<file path="src/rtl/sub_pipe.sv">
// Pipelined subtractor with valid/ready handshaking, borrow/overflow flags and a sticky overflow bit.
// Define SUB_PIPE_SAT_EN to saturate diff on out-of-range results instead of wrapping.
module sub_pipe #(
  parameter int DATAWIDTH = 8,
  parameter int STAGES    = 2,
  parameter int SIGNED    = 0
) (
  input  logic                 clk,
  input  logic                 rst_n,
  input  logic [DATAWIDTH-1:0] a,
  input  logic [DATAWIDTH-1:0] b,
  input  logic                 in_valid,
  output logic                 in_ready,
  output logic [DATAWIDTH-1:0] diff,
  output logic                 borrow,
  output logic                 ovf,
  output logic                 out_valid,
  input  logic                 out_ready,
  output logic                 ovf_sticky,
  input  logic                 clr_sticky
);

  logic [DATAWIDTH:0]   ext;
  logic [DATAWIDTH-1:0] raw;
  logic [DATAWIDTH-1:0] res;
  logic                 cborrow;
  logic                 csovf;
  logic                 covf;

  logic [STAGES-1:0]    vld;
  logic [STAGES-1:0]    rdy;
  logic [STAGES-1:0]    sborrow;
  logic [STAGES-1:0]    sovf;
  logic [DATAWIDTH-1:0] sdiff [STAGES];

  assign ext = {1'b0, a} - {1'b0, b};

  // Flags always describe the unclamped difference, even when diff saturates.
  always_comb begin
    raw     = ext[DATAWIDTH-1:0];
    cborrow = ext[DATAWIDTH];
    csovf   = (a[DATAWIDTH-1] != b[DATAWIDTH-1]) && (raw[DATAWIDTH-1] != a[DATAWIDTH-1]);
    covf    = (SIGNED != 0) ? csovf : cborrow;
    res     = raw;
`ifdef SUB_PIPE_SAT_EN
    if (SIGNED == 0) begin
      if (cborrow) res = '0;
    end else if (csovf) begin
      res = a[DATAWIDTH-1] ? {1'b1, {(DATAWIDTH-1){1'b0}}} : {1'b0, {(DATAWIDTH-1){1'b1}}};
    end
`endif
  end

  // A slot can take new data unless it and every slot downstream are full with the output stalled.
  always_comb begin
    logic full;
    full = 1'b1;
    rdy  = '0;
    for (int k = STAGES - 1; k >= 0; k--) begin
      full   = full & vld[k];
      rdy[k] = !full || out_ready;
    end
  end

  always_ff @(posedge clk or negedge rst_n) begin
    if (!rst_n) begin
      vld     <= '0;
      sborrow <= '0;
      sovf    <= '0;
      for (int k = 0; k < STAGES; k++) sdiff[k] <= '0;
    end else begin
      if (rdy[0]) begin
        vld[0] <= in_valid;
        if (in_valid) begin
          sdiff[0]   <= res;
          sborrow[0] <= cborrow;
          sovf[0]    <= covf;
        end
      end
      for (int k = 1; k < STAGES; k++) begin
        if (rdy[k]) begin
          vld[k] <= vld[k-1];
          if (vld[k-1]) begin
            sdiff[k]   <= sdiff[k-1];
            sborrow[k] <= sborrow[k-1];
            sovf[k]    <= sovf[k-1];
          end
        end
      end
    end
  end

  // Setting wins over a simultaneous clear so an overflow is never lost.
  always_ff @(posedge clk or negedge rst_n) begin
    if (!rst_n) begin
      ovf_sticky <= 1'b0;
    end else if (vld[STAGES-1] && out_ready && sovf[STAGES-1]) begin
      ovf_sticky <= 1'b1;
    end else if (clr_sticky) begin
      ovf_sticky <= 1'b0;
    end
  end

  assign in_ready  = rst_n & rdy[0];
  assign out_valid = vld[STAGES-1];
  assign diff      = sdiff[STAGES-1];
  assign borrow    = sborrow[STAGES-1];
  assign ovf       = sovf[STAGES-1];

endmodule

</file>
<file path="config.mk">
export PLATFORM = sky130hd
export DESIGN_NAME = sub_pipe
export DESIGN_NICKNAME = d
export VERILOG_FILES = /design/src/rtl/sub_pipe.sv
export SDC_FILE = /design/constraint.sdc
export NUM_CORES = 1
export LEC_CHECK = 0
export BUFFER_PORTS_ARGS = -buffer_cell sky130_fd_sc_hd__buf_2
export CORE_UTILIZATION = 50
export DETAILED_ROUTE_END_ITERATION = 16
export PLACE_DENSITY = 0.77
export RECOVER_POWER = 50
export REMOVE_ABC_BUFFERS = 1
export SLEW_MARGIN = 25
export SYNTH_ARGS = -nofsm -noshare
export SYNTH_HDL_FRONTEND = slang
export SYNTH_SLANG_ARGS = --single-unit
</file>
<file path="constraint.sdc">
create_clock -name clk -period 1.35 [get_ports clk]
set_input_delay 0.0675 -clock clk [delete_from_list [all_inputs] [get_ports clk]]
set_output_delay 0.0675 -clock clk [all_outputs]
set_load 0.01 [all_outputs]
</file>
Word-level counts from Yosys, hierarchy flattened
Index checks and enable logic that the tools add are counted.
{"block": "word_totals", "ff_bits": 21, "inputBits": 21, "output_inout_bits": 13, "wordCells": 21}
{"block": "classes", "add_sub_neg": 1, "muxes": 2, "bitwise_logic": 2, "reduce_logical": 9}
{"operator": "subtractor 8 x 8 -> 9 bit", "n": 1}
{"operator": "AND reduction 2 bit", "n": 2}
{"operator": "bitwise AND 1 bit", "n": 2}
{"operator": "logical AND 1 bit", "n": 2}
{"operator": "zero test 1 bit", "n": 2}
{"operator": "logical OR 1 bit", "n": 2}
{"operator": "two-way mux 1 bit", "n": 2}
{"operator": "nonzero test 2 bit", "n": 1}

Depth between registers and ports, before layout
{"block": "depth", "word_depth": 4, "mapped_depth": 8}

Worst setup path before layout
OpenSTA, ideal clock, no wires.
{"block": "synth_timing", "kind": "input -> register", "startpoint": "input port a[0]", "endpoint": "register sovf[0]", "setup_ns": 0.121, "arrival_time_ns": 1.323, "required_ns": 1.229, "setup_slack_ns": -0.094, "path_stages": 8, "cell_sequence": "inv_1 ha_1 fa_1 nor2b_1 o31ai_2 a21oi_1 o21ai_1 a22o_1"}
{"block": "synth_between", "elab_chain_cells": 1}
{"element": "from (decl)", "line_no": "10", "rtl": "input logic [DATAWIDTH-1:0] a,"}
{"element": "subtractor 8 x 8 -> 9 bit", "line_no": "36", "rtl": "assign ext = {1'b0, a} - {1'b0, b};"}
{"element": "to (signal assigned)", "line_no": "77", "rtl": "sovf[0] <= covf;"}
{"element": "to (signal, indexed assignment)", "line_no": "86", "rtl": "sovf[k] <= sovf[k-1];"}
{"element": "to (decl)", "line_no": "33", "rtl": "logic [STAGES-1:0] sovf;"}
Every way passes these cells.
A chain may end at the register's enable or synchronous reset.

Worst setup path after layout
{"block": "layout_timing", "startpoint": "register vld[1]", "endpoint": "output port in_ready"}
{"block": "layout_between", "elab_chain_cells": 4}
{"element": "from (decl)", "line_no": "30", "rtl": "logic [STAGES-1:0] vld;"}
{"element": "from (signal, indexed assignment)", "line_no": "82", "rtl": "vld[k] <= vld[k-1];"}
{"element": "bitwise AND 1 bit", "line_no": "60", "rtl": "full = full & vld[k];"}
{"element": "zero test 1 bit", "line_no": "61", "rtl": "rdy[k] = !full || out_ready;"}
{"element": "logical OR 1 bit", "line_no": "61"}
{"element": "bitwise AND 1 bit", "line_no": "104", "rtl": "assign in_ready = rst_n & rdy[0];"}
{"element": "to (decl)", "line_no": "13", "rtl": "output logic in_ready,"}
Every way passes these cells.

==> run_results.csv <==
group,metric,value,unit
run_status,outcome,"complete, no violations",
grt,met3_usage,1.82,%
timing,final-setup-viol-count,0,
layout,layout.area.seq,526,um2
grt,number_of_global_route_vias_before_repair,854,
pwr,p_leak,0.765,nW
yosys,async_set_or_reset_register_ratio_after_synthesis,100,%
timing,tns,0,ns
setup_path,worst_ep_required_time,1.28,ns
floorplanning,die-area,2570,um2
yosys,yosys.cell_types.count,29,
placement,place.detailed.hpwl,1650,um
drt,routedWlPerCell,11.1,um
timing,rsz0062_at_grt,"false",
setup_path,critical-path-top-delay-family,"flip-flops",
floorplanning,fp.coreArea,2210,um2
layout,final_area,1480,um2
yosys,synthFlopType,"sky130_fd_sc_hd__dfrtp_1",
drt,detailedRoute.firstIterationViolations,8,
timing,slew-limit-headroom,66.6,%
setup_path,crit_buf_inv,1,
grt,globalRoute.busiestLayer,"met2",
timing,fmax,0.797,GHz
clock_tree,clock_network_latency_to_the_later_pin_of_the_worst_skew_pair,0.31,ns
yosys,post_synth_inst_count,113,
placement,post_dp_cell_area,1420,um2
floorplanning,std_cell_rows,17,
setup_path,critPathCaptureType,"output pin",
drt,number_of_nets_with_antenna_violations_after_routing,0,
clock_tree,clk_pin_slew_worst_paths,0.11,ns
timing,final_hold_viol_count,0,
setup_path,timing_worst_setup_path_type,"register to output pin",
drt,drt_pass1_iterations,4,
grt,grt_antenna_before_repair,0,
placement,place.gp.congestion,0.830,
layout,final_net_count,189,
timing,timing_worst_slew_pin_value,0.501,ns
timing,period_share,93.0,%
layout,drive_gt1_share,35.4,%
yosys,synth.avg_cell_area,10.5,um2
pwr,power.density,1150,nW/um2
grt,track_usage,18.5,%
clock_tree,cts-htree-levels,1,
yosys,synth-edff-count,0,
clock_tree,cts-buffers-inserted,3,
drt,post-route-drc-count,0,
hold_path,holdPathStages,3,
drt,route.detailed.vias_per_inst,5.06,
setup_path,reg2reg_from,"vld[1]",
placement,io_buffer_count,33,
layout,mostFrequentLayoutCells,"sky130_fd_sc_hd__buf_2 (29), sky130_fd_sc_hd__dfrtp_1 (21), sky130_fd_sc_hd__buf_4 (14), sky130_fd_sc_hd__inv_1 (10), sky130_fd_sc_hd__nand2_1 (9)",
layout,antenna-diode-count,0,
floorplanning,io-pin-count,34,
setup_path,worstPathArrival,1.19,ns
layout,fillers,187,
grt,grt.overflow.total,0,
setup_path,worst-r2r-cell-count,5,
grt,grt_pass1_wl,3470,um
layout,layout_commonest_cell,"sky130_fd_sc_hd__buf_2",
pwr,vdd.ir_drop.worst,0.671,mV
clock_tree,clock_sinks,21,
yosys,synth.cell_area,1180,um2
yosys,synth_seq_cells,21,
hold_path,worst_hold_startpoint,"out_ready",
setup_path,levels_on_crit_path,3,
layout,layout-area-overhead-vs-synth,25.3,%
setup_path,crit_path_start_kind,"register",
floorplanning,start_util,53.5,%
setup_path,cpMaxStageDelayCell,"sky130_fd_sc_hd__dfrtp_1",
timing,report.final.slew_viol_count,0,
floorplanning,floorplan.die.height,50.7,um
clock_tree,root_buffer,"sky130_fd_sc_hd__clkbuf_4",
clock_tree,cts_buffer_depth,2,
grt,grtUsageMet1,23.1,%
drt,route.final.wire_length,2060,um
yosys,part_of_the_yosys_area_used_for_sequential_elements,44.4,%
yosys,yosysWarnings,0,
clock_tree,post-cts-setup-buffer-count,0,
hold_path,holdCritPathClass,"input pin to register",
setup_path,timing.critical_path.from,"vld[1]",
layout,multi_input_area,557,um2
timing,period_minus_slack,1.26,ns
setup_path,timing.critical_path.cells,"nand3b_1 > and2_1 > buf_2",
floorplanning,floorplan.die.width,50.7,um
grt,gr-usage-met2,29.3,%
setup_path,cpPeakStageDelay,0.40,ns
clock_tree,tritoncts_clock_tree,"done",
setup_path,critical_path.max_fanout,4,
grt,grt_max_degree,22,
flow_run,maxCapViolCount,0,
drt,detailroute.via_count,942,
timing,finalClockSkew,0.00554,ns
==> metrics by stage <==
stage / total power [W] / utilization, % / hold slack [ns] / worst slack (ns) / cells
2_1_floorplan: 0.00116 / - / -0.228 / -0.0942 / 103
3_3_place_gp: 0.00139 / 64.4 / 0.0591 / -0.229 / 179
3_5_place_dp: 0.00141 / 64.4 / 0.0627 / -0.292 / 179
4_1_cts: 0.00171 / 66.9 / 0.0103 / 0.0421 / 186
5_1_grt: 0.00180 / 67.0 / 0.0180 / 0.0227 / 186
6_report: 0.00170 / 67.0 / 0.00848 / 0.0945 / 186
==> path summary, 6_finish.rpt <==
path | end | slack, ns
max reg2reg | sovf[0] | 0.16
max | in_ready | 0.09
min in group asynchronous | sdiff[10] | 0.34
max in group asynchronous | diff[5] | 0.67
min | ovf_sticky | 0.008
min reg2reg | sdiff[13] | 0.48
==> where the power goes <==
part	switching, W	internal (W)	total (W)
clock network	0.000188	0.000116	0.000304
registers	0.0000711	0.000775	0.000846
logic	0.000268	0.000280	0.000548
total	0.000527	0.00117	0.00170
==> area by class of cell <==
cell class              instances  share of cell area (%)
clock buffers                   4                    1.77
inverters                      10                    2.53
flip-flops and latches         21                    35.4
well taps                      28                    2.36
repair buffers                 51                    20.3
multi-input cells              72                    37.6
==> Yosys cell counts (3+ instances only) <==
master | instances | share of area [%]
sky130_fd_sc_hd__nand2_1 | 10 | 3.2
sky130_fd_sc_hd__mux2_1 | 8 | 7.6
sky130_fd_sc_hd__inv_1 | 10 | 3.2
sky130_fd_sc_hd__o31ai_1 | 3 | 1.9
sky130_fd_sc_hd__o21ai_1 | 6 | 2.5
sky130_fd_sc_hd__dfrtp_1 | 21 | 44
sky130_fd_sc_hd__ha_1 | 8 | 8.5
sky130_fd_sc_hd__nand2b_1 | 6 | 3.2
sky130_fd_sc_hd__buf_4 | 9 | 5.7
sky130_fd_sc_hd__o21a_1 | 3 | 1.9
sky130_fd_sc_hd__o21ai_0 | 3 | 1.3
sky130_fd_sc_hd__nor2_1 | 5 | 1.6
==> state kept, by name, indices dropped and copies added (netlist names) <==
register and cells:
diff 8, sdiff 8, sovf 2, vld 2
ovf_sticky 1
==> routing by layer <==
metal | up-vias | routed length, um
met1 | 442 | 964
met3 | 5 | 64
met2 | 26 | 972
met4 | 0 | 60
li1 | 469 | -
met5 | - | 0
==> repair_timing <==
item                       CTS  global route
setup endpoints to repair    0             6
hold buffers                 3             0
resized for setup            0             3
hold endpoints to repair    23             0
==> worst register-to-register path: stages, from the launching register on <==
cell	delay, ns
sky130_fd_sc_hd__dfrtp_1	0.40
sky130_fd_sc_hd__nand3b_1	0.16
sky130_fd_sc_hd__nand2_1	0.14
sky130_fd_sc_hd__buf_4	0.15
sky130_fd_sc_hd__nor2_1	0.05
sky130_fd_sc_hd__a22o_1	0.18
==> logic make-up (layout without fill, tap and decap cells) <==
family                     count (synthesis)  after routing  synth area share [%]
and+or+nand+nor                           29             29                  12.4
AOI/OAI and AO/OA                         23             23                  13.7
DFF                                       21             21                  44.4
buffers and inverters                     20             65                  9.30
adders and majority gates                  9              9                  10.1
muxes                                      9              9                  8.56
xor gates and xnor gates                   2              2                  1.48
(Power assumes the default switching activity.)
